[src/rtl/ntt_pkg.sv]
// Shared defaults and FSM encoding for the in-place Cooley-Tukey NTT controller.
package ntt_pkg;

  localparam int N_DEF        = 256;
  localparam int LOGN_DEF     = 8;
  localparam int PIPE_LAT_DEF = 9;
  localparam int Q            = 12289;
  localparam int DATA_W       = 14;

  // state   | meaning
  // IDLE    | waiting for start
  // RUN     | issuing two butterflies per cycle for the current stage
  // DRAIN   | butterfly pipe emptying before the next stage reads
  // DONE    | one-cycle completion pulse
  localparam logic [1:0] ST_IDLE  = 2'd0;
  localparam logic [1:0] ST_RUN   = 2'd1;
  localparam logic [1:0] ST_DRAIN = 2'd2;
  localparam logic [1:0] ST_DONE  = 2'd3;

  typedef logic [DATA_W-1:0] coeff_t;

endpackage

[src/rtl/delay_line.sv]
// Register chain with synchronous clear; realigns read-side strobes and addresses
// to the write-back side of the butterfly pipeline.
module delay_line
  import ntt_pkg::*;
#(
  parameter int WIDTH = 1,
  parameter int DEPTH = 1
) (
  input  logic             clk,
  input  logic             rstn,
  input  logic [WIDTH-1:0] din_i,
  output logic [WIDTH-1:0] dout_o
);

  logic [WIDTH-1:0] pipe_q [DEPTH];

  always_ff @(posedge clk) begin
    if (!rstn) begin
      for (int i = 0; i < DEPTH; i++) pipe_q[i] <= '0;
    end else begin
      pipe_q[0] <= din_i;
      for (int i = 1; i < DEPTH; i++) pipe_q[i] <= pipe_q[i-1];
    end
  end

  assign dout_o = pipe_q[DEPTH-1];

endmodule

[src/rtl/ntt_addr_ctrl.sv]
// NTT stage/cycle sequencer: two butterflies per issue cycle, read/twiddle addresses
// registered from next-state so they line up with rd_en, write-back via delay_line.
module ntt_addr_ctrl
  import ntt_pkg::*;
#(
  parameter int N        = N_DEF,
  parameter int LOGN     = LOGN_DEF,
  parameter int PIPE_LAT = PIPE_LAT_DEF
) (
  input  logic            clk,
  input  logic            rstn,
  input  logic            start,
  output logic            busy,
  output logic            done,
  output logic            rd_en,
  output logic [LOGN-1:0] rd_addr_a0,
  output logic [LOGN-1:0] rd_addr_b0,
  output logic [LOGN-1:0] rd_addr_a1,
  output logic [LOGN-1:0] rd_addr_b1,
  output logic [LOGN-1:0] tw_addr0,
  output logic [LOGN-1:0] tw_addr1,
  output logic            wr_en,
  output logic [LOGN-1:0] wr_addr_a0,
  output logic [LOGN-1:0] wr_addr_b0,
  output logic [LOGN-1:0] wr_addr_a1,
  output logic [LOGN-1:0] wr_addr_b1
);

  localparam int CW = LOGN - 2;
  localparam int DW = $clog2(PIPE_LAT + 1);
  localparam int LW = 4*LOGN + 1;
  localparam logic [CW-1:0]   C_LAST     = CW'(N/4 - 1);
  localparam logic [LOGN-1:0] S_LAST     = LOGN'(LOGN - 1);
  localparam logic [LOGN-1:0] ONE        = LOGN'(1);
  localparam logic [DW-1:0]   DRAIN_INIT = DW'(PIPE_LAT - 1);

  logic [1:0]      state_q, state_d;
  logic [LOGN-1:0] s_q, s_d;
  logic [CW-1:0]   c_q, c_d;
  logic [DW-1:0]   dly_q, dly_d;
  logic            rd_en_q, rd_en_d;
  logic [LOGN-1:0] a0_q, b0_q, a1_q, b1_q, tw0_q, tw1_q;
  logic [LOGN-1:0] a0_d, b0_d, a1_d, b1_d, tw0_d, tw1_d;
  logic [3*LOGN-1:0] bu0, bu1;

  // half-span h = 1<<sh, group g = j>>sh; top = g*2h + k built from shifts only
  function automatic logic [3*LOGN-1:0] bfly(input logic [LOGN-1:0] s,
                                             input logic [LOGN-1:0] j);
    logic [LOGN-1:0] sh, h, g, k, top;
    sh  = S_LAST - s;
    h   = ONE << sh;
    g   = j >> sh;
    k   = j & (h - ONE);
    top = ((g << sh) << 1) | k;
    return {top, top | h, (ONE << s) + g};
  endfunction

  always_comb begin
    state_d = state_q;
    s_d     = s_q;
    c_d     = c_q;
    dly_d   = dly_q;
    case (state_q)
      ST_IDLE: if (start) begin
        state_d = ST_RUN;
        s_d     = '0;
        c_d     = '0;
      end
      ST_RUN: if (c_q == C_LAST) begin
        state_d = ST_DRAIN;
        c_d     = '0;
        dly_d   = DRAIN_INIT;
      end else begin
        c_d = c_q + 1'b1;
      end
      ST_DRAIN: if (dly_q == '0) begin
        if (s_q == S_LAST) begin
          state_d = ST_DONE;
        end else begin
          state_d = ST_RUN;
          s_d     = s_q + 1'b1;
        end
      end else begin
        dly_d = dly_q - 1'b1;
      end
      default: state_d = ST_IDLE;
    endcase
  end

  assign bu0 = bfly(s_d, {1'b0, c_d, 1'b0});
  assign bu1 = bfly(s_d, {1'b0, c_d, 1'b1});

  always_comb begin
    rd_en_d = (state_d == ST_RUN);
    {a0_d, b0_d, tw0_d} = '0;
    {a1_d, b1_d, tw1_d} = '0;
    if (rd_en_d) begin
      {a0_d, b0_d, tw0_d} = bu0;
      {a1_d, b1_d, tw1_d} = bu1;
    end
  end

  always_ff @(posedge clk) begin
    if (!rstn) begin
      state_q <= ST_IDLE;
      s_q     <= '0;
      c_q     <= '0;
      dly_q   <= '0;
      rd_en_q <= 1'b0;
      a0_q    <= '0;
      b0_q    <= '0;
      a1_q    <= '0;
      b1_q    <= '0;
      tw0_q   <= '0;
      tw1_q   <= '0;
    end else begin
      state_q <= state_d;
      s_q     <= s_d;
      c_q     <= c_d;
      dly_q   <= dly_d;
      rd_en_q <= rd_en_d;
      a0_q    <= a0_d;
      b0_q    <= b0_d;
      a1_q    <= a1_d;
      b1_q    <= b1_d;
      tw0_q   <= tw0_d;
      tw1_q   <= tw1_d;
    end
  end

  delay_line #(.WIDTH(LW), .DEPTH(PIPE_LAT)) u_wb_dly (
    .clk    (clk),
    .rstn   (rstn),
    .din_i  ({rd_en_q, a0_q, b0_q, a1_q, b1_q}),
    .dout_o ({wr_en, wr_addr_a0, wr_addr_b0, wr_addr_a1, wr_addr_b1})
  );

  assign busy       = (state_q != ST_IDLE);
  assign done       = (state_q == ST_DONE);
  assign rd_en      = rd_en_q;
  assign rd_addr_a0 = a0_q;
  assign rd_addr_b0 = b0_q;
  assign rd_addr_a1 = a1_q;
  assign rd_addr_b1 = b1_q;
  assign tw_addr0   = tw0_q;
  assign tw_addr1   = tw1_q;

endmodule
[config.mk]
export PLATFORM = sky130hd
export DESIGN_NAME = ntt_addr_ctrl
export DESIGN_NICKNAME = d
export VERILOG_FILES = /design/src/rtl/ntt_pkg.sv /design/src/rtl/delay_line.sv /design/src/rtl/ntt_addr_ctrl.sv
export SDC_FILE = /design/constraint.sdc
export NUM_CORES = 1
export LEC_CHECK = 0
export CAP_MARGIN = 15
export CORE_MARGIN = 3
export CORE_UTILIZATION = 57
export DETAILED_ROUTE_END_ITERATION = 16
export GPL_ROUTABILITY_DRIVEN = 0
export PLACE_DENSITY = 0.78
export RECOVER_POWER = 50
export SKIP_LAST_GASP = 1
export SYNTH_ARGS = -nofsm -noshare
export SYNTH_HDL_FRONTEND = slang
export SYNTH_SLANG_ARGS = --single-unit
[constraint.sdc]
create_clock -name clk -period 5.5 [get_ports clk]
set_clock_uncertainty 0.2 [all_clocks]
set_input_delay 1.1 -clock clk [delete_from_list [all_inputs] [get_ports clk]]
set_output_delay 1.1 -clock clk [all_outputs]
set_load 0.02 [all_outputs]
### After elaboration in Yosys (flattened, before gate mapping)

Memories as Yosys holds them, arrays and structs flattened.
Cells that the tools add are included.

* register bits after elaboration: 69
* memory bits (writable): 297
* bits of input ports: 3
* output and inout port bits: 84
* word-level logic and storage cells: 80
* memories kept: 1

* add/subtract/negate cells: 7
* equality and inequality tests: 8
* shift operators: 6
* muxes and demuxes: 26
* bitwise operators: 15
* reduce and logical (&&, ||, !) cells: 6

Memory list
* u_wb_dly.pipe_q: words 9, bits a word 33, read ports 9, clocked after Yosys merged registers in 0, wr ports 9, RTL line delay_line.sv:15 `logic [WIDTH-1:0] pipe_q [DEPTH];`

Operators with widths (number)
* two-way mux 33 bit: 9
* bitwise OR 8 bit: 4
* two-way mux 8 bit: 3
* adder 8 bit: 2
* bitwise AND 7 x 8 -> 8 bit: 2
* one-hot mux 8 bit (2 select lines): 1
* left shift 1 x 8 -> 8 bit, first input constant: 2
* left shift 8 x 8 -> 7 bit: 2
* >> shifter 7 x 8 -> 8 bit: 2
* two-way mux 6 bit: 2
* one-hot mux 6 bit (2 select lines): 1
* bitwise OR 1 bit: 9
* adder 8 x 1 -> 8 bit, second input constant: 1
* equality test 8 x 3 -> 1 bit, second input constant: 1
* two-way mux 2 bit: 4
* two-way mux 4 bit: 2
* one-hot mux 4 bit (2 select lines): 1
* subtractor 3 x 8 -> 8 bit, first input constant: 1
* subtractor 8 x 1 -> 8 bit, second input constant: 1
* adder 6 x 1 -> 6 bit, second input constant: 1
* equality test 6 bit, second input constant: 1
* one-hot mux 2 bit (3 select lines): 1
* equality test 2 x 1 -> 1 bit, second input constant: 2
* equality test 2 bit, second input constant: 2
* other kinds (8): 11

### Depth between registers and ports, before layout

Gate-level depths: netlist of run 1.

* depth in word-level cells: 10
* depth in mapped cells: 22

### Modules after synthesis

A second synthesis of run 1 with hierarchy kept.

* cell total of the unflattened synthesis: 1104
* area, all modules: 11825.1 um^2

By module, submodules not included
* delay_line: times used 1, cells each 659, area each 8207.9 um^2
* ntt_addr_ctrl: times used 1, cells each 445, area each 3617.2 um^2

### Least setup slack after synthesis of run 1

Ideal clock, no wire load.

* path type: input to register
* start: in start
* end: reg tw1_q[6], in the netlist tw_addr1[6]
* setup time: 0.128 ns
* arrival: 4.232 ns
* data required time: 5.172 ns
* path slack: 0.940 ns
* stages on the path: 19
* buffers on the path: 3
* cells stage by stage: mux2i_1 -> o311ai_0 -> o31ai_1 -> buf_2 -> inv_1 -> ha_1 -> a21oi_1 -> and4_2 -> o21ai_1 -> buf_2 -> nor3_1 -> ha_1 -> clkbuf_1 -> a21o_1 -> a21o_1 -> a21oi_1 -> o21ai_0 -> xnor2_1 -> nor2_1

* cells in the longest elaborated chain, start to end: 5
* elaborated cells between the ends (all ways): 12
* classes of those cells: add/sub (2); eq/ne (1); shift (2); mux (6); reduce/logical (1)

RTL lines
* from (decl): RTL line ntt_addr_ctrl.sv:12 `input logic start,`
* two-way mux 8 bit: RTL line ntt_addr_ctrl.sv:64 `ST_IDLE: if (start) begin`
* one-hot mux 8 bit (2 select lines): RTL line ntt_addr_ctrl.sv:63 `case (state_q)`
* subtractor 3 x 8 -> 8 bit: RTL line ntt_addr_ctrl.sv:50 `sh = S_LAST - s;`
* >> shifter 7 x 8 -> 8 bit: RTL line ntt_addr_ctrl.sv:52 `g = j >> sh;`
* adder 8 bit: RTL line ntt_addr_ctrl.sv:55 `return {top, top | h, (ONE << s) + g};`
* to (signal assigned): RTL line ntt_addr_ctrl.sv:127 `tw1_q <= tw1_d;`
* to (decl): RTL line ntt_addr_ctrl.sv:42 `logic [LOGN-1:0] a0_q, b0_q, a1_q, b1_q, tw0_q, tw1_q;`

Several ways; a longest one is shown, not always the timed one.
A chain may end at the register's enable or synchronous reset.

### Worst setup path in the final report of run 1

* start: in start
* end: reg tw1_q[7], in the netlist tw_addr1[7]

The elaborated chain is that of the path after synthesis.

==> results of run 1 <==
logic make-up (layout without fill, tap and decap cells):
group / Yosys count / after routing / share of synthesized area
buffers and inverters: 71 / 179 / 0.0267
DFF: 356 / 356 / 0.626
other: 1 / 2 / 0.000329
adders and majority gates: 19 / 19 / 0.0222
and+or+nand+nor: 455 / 455 / 0.238
muxes: 7 / 7 / 0.00615
AOI/OAI and AO/OA: 111 / 111 / 0.0695
xor gates and xnor gates: 15 / 15 / 0.0115
power breakdown:
group / switching [mW] / internal (mW) / total (mW)
registers: 0.00972 / 2.60 / 2.61
clock network: 0.935 / 1.44 / 2.37
logic: 0.0730 / 0.0394 / 0.112
total: 1.02 / 4.08 / 5.09
layout by cell type, fill, tap and decap left out, drive strengths merged, types with 9 or more instances in the layout:
cell type / n
dfxtp: 356
and2: 301
clkdlybuf4s50: 82
clkbuf: 53
nor2: 46
nand2: 28
o21ai: 26
a21oi: 24
inv: 19
ha: 17
nand3: 16
buf: 16
nor3: 12
xor2: 9
flip-flops by register name (all words and copies together) (netlist names):
| signal | count |
|---|---|
| s_q | 8 |
| rd_addr_a1 | 8 |
| u_wb_dly.pipe_q | 288 |
| rd_addr_b0 | 8 |
| c_q | 6 |
| rd_en | 1 |
| tw_addr0 | 8 |
| tw_addr1 | 8 |
| dly_q | 4 |
| rd_addr_b1 | 8 |
| state_q | 2 |
| rd_addr_a0 | 7 |
final timing paths:
| kind | from | endpoint | slack [ns] |
|---|---|---|---|
| setup / recovery | start | tw_addr1[7] | 0.67 |
| hold / removal | u_wb_dly.pipe_q[0][32] | u_wb_dly.pipe_q[0][65] | 0.22 |
| setup reg to reg | state_q[0] | tw_addr1[7] | 0.73 |
| hold reg to reg | u_wb_dly.pipe_q[0][32] | u_wb_dly.pipe_q[0][65] | 0.22 |
metal layers:
layer / up-vias / wire length [um] / global-route usage / part of all wire
met1: 3148 / 7650 / 0.204 / 0.41
li1: 3562 / - / - / -
met5: - / 0 / 0 / 0
met2: 214 / 9220 / 0.304 / 0.49
met4: 0 / 676 / 0.0778 / 0.036
met3: 53 / 1090 / 0.0371 / 0.059
worst reg2reg max path: cells and delay by family (launching register included):
family	cells	cell delay, ns
xor+xnor	1	0.17
fa+ha+maj	3	1.07
buf+inv	2	0.32
simple gates	4	0.94
flops	1	0.35
compound gates	8	1.59
final cells by class:
class	count	area [sq um]	area share
Timing Repair Buffer	102	966	0.0708
Tap cell	265	332	0.0243
Clock inverter	12	150	0.0110
Inverter	15	56.3	0.00413
Multi-Input combinational cell	609	3960	0.290
Sequential cell	356	7130	0.522
Clock buffer	50	1050	0.0771
metrics by stage:
| stage | std cells | instance area (sq um) | setup slack (ns) |
|---|---|---|---|
| 6_report | 1409 | 13600 | 0.668 |
| 5_1_grt | 1409 | 13600 | 0.320 |
| 4_1_cts | 1409 | 13700 | 0.850 |
| 3_5_place_dp | 1347 | 12500 | 0.358 |
| 3_3_place_gp | 1347 | 12500 | 0.486 |
| 2_1_floorplan | 1036 | 11400 | 0.940 |
synth_stat cells, types with 5 or more instances:
cell type and n:
buf_4 5, inv_1 15, and2_1 300, nor2b_1 5
o211ai_1 5, nor2_1 46, mux2i_1 7, nand3_1 16
nand4_1 8, o21ai_1 6, a21oi_1 21, nor3_1 11
a31oi_1 5, o21ai_0 19, ha_1 17, xor2_1 9
dfxtp_1 356, xnor2_1 6, clkbuf_1 45, nand2_1 27
==> results.json, run 1 <==
{
  "status": "finished with violations",
  "violations": "capacitance limit, slew limit",
  "critPathSlowestCell": "dlygate4sd3_1",
  "worstPathRequired_ns": 5.67,
  "yosys_warnings": 0,
  "h-tree-depth": 2,
  "drtIter0Drc": 433,
  "ant_nets": 0,
  "drive_gt1_frac": 0.0909,
  "placementRows": 51,
  "slowest_delay_ns": 0.62,
  "drc": 0,
  "die_y_um": 147,
  "cts_buffer_depth": 3,
  "die_area_sq_um": 21700,
  "fin_crit_sh": 0.878,
  "post-route-util": 0.699,
  "fin_crit_ns": 4.83,
  "hold_violations": 0,
  "die_w_um": 147,
  "ys_seq_elements": 356,
  "initial_core_util": 0.583,
  "rsz0062_at_grt": "false",
  "ys_async_sr_fraction": 0,
  "p_leak_nw": 5.45,
  "num_antenna_cells": 0,
  "hpwl_um": 11600,
  "slew_headroom": -0.958,
  "hold_class": "reg2reg",
  "yosys.area.top_type_share": 0.626,
  "grt_pass1_vias": 6631,
  "via_per_inst": 4.95,
  "antenna_found_initial": 0,
  "cap_violations": 2,
  "cts.repair.resized": 0,
  "drt-pass1-iter-count": 5,
  "core_sq_um": 19500,
  "grt_overflow": 0,
  "portBuffers": 84,
  "fmax_mhz": 207,
  "path_depth": 15,
  "synthTopCellsByArea": "dfxtp_1 63%, and2_1 16%, ha_1 1.9%",
  "crit_family": "compound AO/OA/AOI/OAI gates",
  "synth_edf_count": 0,
  "ys_types": 82,
  "clk-insertion-delay-late_ns": 0.50,
  "io_pins": 87,
  "wl_per_cell_um": 13.2,
  "worst_pin_slew_ns": 2.94,
  "yosysTopAreaCell": "dfxtp_1",
  "start_kind": "primary input",
  "clockRootBuffer": "clkbuf_16",
  "cts_hold_buf": 0,
  "cts_buffers": 34,
  "cts_setup_buffers": 0,
  "ys_seq_area_frac": 0.626,
  "cts.sinks": 356,
  "cts_tree": "yes",
  "areaGrowthSynthToFinish_pct": 19.8,
  "critPathMaxFanout": 7,
  "grt_usage": 0.173,
  "fillCellCount": 1438,
  "cts.clk_slew.worst_paths_ns": 0.06,
  "avgSynthCellArea_sq_um": 11.0,
  "hold_depth": 1,
  "ys.flop_type": "dfxtp_1",
  "crit_buf_inv": 1,
  "synth_area_sq_um": 11400,
  "powerDensity_nw_per_um2": 373,
  "grt_start_max_net_pins": 115,
  "p_total_mw": 5.09,
  "slew_viol_final": 208,
  "fin_setup_tns_ns": 0,
  "crit_type": "in2reg",
  "crit_top_cell": "a21oi_1",
  "postSynthCellCount": 1035,
  "cp.arrival_ns": 5.00,
  "grt_pass1_wl_um": 31100,
  "layout.nets": 1140,
  "setup.worst_path.end_class": "flip-flop",
  "wl_um": 18600,
  "hold_ws_ns": 0.223,
  "setup_viol": 0,
  "via_count": 6977,
  "vdd_ir_drop_max_uv": 259,
  "rr_worst_depth": 18,
  "path_cells": "dlygate4sd3_1, mux2i_1, o311ai_0, nand4_1, or4_4, a21o_2, a21boi_4, and3_2, ha_1, a21oi_1, o21bai_1, a21oi_1, o21ai_0, xor2_1, nor2_1"
}
Note: power is estimated with default switching activity, not from simulation.
==> inputs of run 2 (changes only) <==
--- a/config.mk
+++ b/config.mk
@@ -10,6 +10,7 @@
 export CORE_UTILIZATION = 57
 export DETAILED_ROUTE_END_ITERATION = 16
 export GPL_ROUTABILITY_DRIVEN = 0
+export MAX_ROUTING_LAYER = met4
 export PLACE_DENSITY = 0.78
 export RECOVER_POWER = 50
 export SKIP_LAST_GASP = 1
==> run 2 against run 1 <==
Effect of this change:
- the run still ends with capacitance limit, slew limit left
- combinational power about the same
- wire length is essentially flat
- worst hold slack gained 0.00091 ns
- die area did not move
- sequential share of layout area is the same
- critical path depth stayed put
- final area is the same
- clock power barely moved
- utilization is the same
- sequential power hardly changed
==> results.json, run 2 (same netlist as run 1, synthesis figures left out) <==
{
  "status": "finished with violations",
  "violations": "capacitance limit, slew limit",
  "core_sq_um": 19500,
  "critPathSlowestCell": "dlygate4sd3_1",
  "layout.nets": 1140,
  "areaGrowthSynthToFinish_pct": 19.8,
  "via_count": 6988,
  "powerDensity_nw_per_um2": 373,
  "grt_overflow": 0,
  "drc": 0,
  "r2r-start": "state_q[0]",
  "wl_per_cell_um": 13.2,
  "antenna_found_initial": 0,
  "cts_buffers": 34,
  "p_leak_nw": 5.45,
  "portBuffers": 84,
  "critPathMaxFanout": 7,
  "final_cell_mix": "356 x dfxtp_1, 225 x and2_1, 82 x clkdlybuf4s50_1, 75 x and2_0, 46 x nor2_1",
  "path_cells": "dlygate4sd3_1, mux2i_1, o311ai_0, nand4_1, or4_4, a21o_2, a21boi_4, and3_2, ha_1, a21oi_1, o21bai_1, a21oi_1, o21ai_0, xor2_1, nor2_1",
  "initial_core_util": 0.583,
  "cp.arrival_ns": 4.98,
  "vdd_ir_drop_max_uv": 260,
  "layout_commonest_cell": "dfxtp_1",
  "worstPathRequired_ns": 5.66,
  "rr_worst_depth": 18,
  "cts_tree": "yes",
  "wl_um": 18700,
  "cts.repair.resized": 0,
  "via_per_inst": 4.96,
  "start_kind": "primary input",
  "rsz0062_at_grt": "false",
  "hpwl_um": 11600,
  "final_cells": 1409,
  "hold_violations": 0,
  "fin_crit_sh": 0.876,
  "setup_viol": 0,
  "slew_headroom": -0.963,
  "drtIter0Drc": 433,
  "top_register": "u_wb_dly.pipe_q",
  "h-tree-depth": 2,
  "hold_class": "reg2reg",
  "cts.sinks": 356,
  "clockRootBuffer": "clkbuf_16",
  "cp-endpoint": "tw_addr1[7]",
  "post-route-util": 0.699,
  "cts.clk_slew.worst_paths_ns": 0.06,
  "io_pins": 87,
  "die_w_um": 147,
  "grt_start_max_net_pins": 115,
  "grt_pass1_wl_um": 31100,
  "setup.worst_path.end_class": "flip-flop",
  "grt_usage": 0.178,
  "crit_top_cell": "a21oi_1",
  "fmax_mhz": 208,
  "cts_hold_buf": 0,
  "drive_gt1_frac": 0.0909,
  "fin_setup_tns_ns": 0,
  "placementRows": 51,
  "slowest_delay_ns": 0.62,
  "drt-pass1-iter-count": 5,
  "p_total_mw": 5.09,
  "die_area_sq_um": 21700,
  "dpl.cell_count": 1347,
  "crit_type": "in2reg",
  "clk-insertion-delay-late_ns": 0.50,
  "grt_pass1_vias": 6618,
  "cts_buffer_depth": 3,
  "setup.worst_path.start": "start",
  "cts_setup_buffers": 0,
  "slew_viol_final": 208,
  "die_y_um": 147,
  "ant_nets": 0,
  "rrSetupSlack_ns": 0.72,
  "cap_violations": 2,
  "largest_reg_flops": 288,
  "worst_pin_slew_ns": 2.94,
  "min_from": "u_wb_dly.pipe_q[0][32]",
  "r2r_end": "tw_addr1[7]",
  "fin_crit_ns": 4.82,
  "num_antenna_cells": 0
}
[run 2: cell counts in the layout (fill, tap and decap cells not counted)]
Identical to the previous run, type by type.
[run 2: stage by stage]
step | hold slack, ns | setup WS, ns | cell area, sq um
6_report | 0.224 | 0.684 | 13600
5_1_grt | 0.239 | 0.332 | 13600
4_1_cts | 0.221 | 0.850 | 13700
3_5_place_dp | 0.217 | 0.358 | 12500
3_3_place_gp | 0.213 | 0.486 | 12500
2_1_floorplan | 0.212 | 0.940 | 11400
[run 2: per-layer routing]
metal  vias up  part of all wire  GRT usage
met5         -                 0          -
met4         0             0.036     0.0778
met3        52             0.058     0.0349
met2       228              0.50      0.304
met1      3146              0.41      0.206
li1       3562                 -          -
[run 2: worst min-delay path by stage]
stage,to,slack (ns),cells after the start
6_report,u_wb_dly.pipe_q[0][65],0.22,1
5_1_grt,u_wb_dly.pipe_q[0][97],0.24,1
4_1_cts,u_wb_dly.pipe_q[0][62],0.22,1
3_5_place_dp,u_wb_dly.pipe_q[0][58],0.22,1
3_3_place_gp,u_wb_dly.pipe_q[1][45],0.21,1
2_1_floorplan,u_wb_dly.pipe_q[0][100],0.21,1
[run 2: worst max-delay path, delay by kind of cell]
kind,cells,cell delay [ns]
mux,1,0.17
compound gates,7,1.52
xor+xnor,1,0.17
simple gates,4,1.07
buf+inv,1,0.62
fa+ha+maj,1,0.33
[run 2: cell type report]
class	count	area, sq um
Sequential cell	356	7130
Fill cell	1438	5880
Multi-Input combinational cell	609	3960
Clock buffer	50	1050
Timing Repair Buffer	102	966
Tap cell	265	332
Clock inverter	12	150
Inverter	15	56.3
[run 2: where the power goes]
part	internal [mW]	switching [mW]	total (mW)	leakage, nW
combinational	0.0394	0.0731	0.112	1.99
clock	1.44	0.936	2.38	0.593
sequential	2.60	0.00975	2.61	2.87
total	4.08	1.02	5.09	5.45
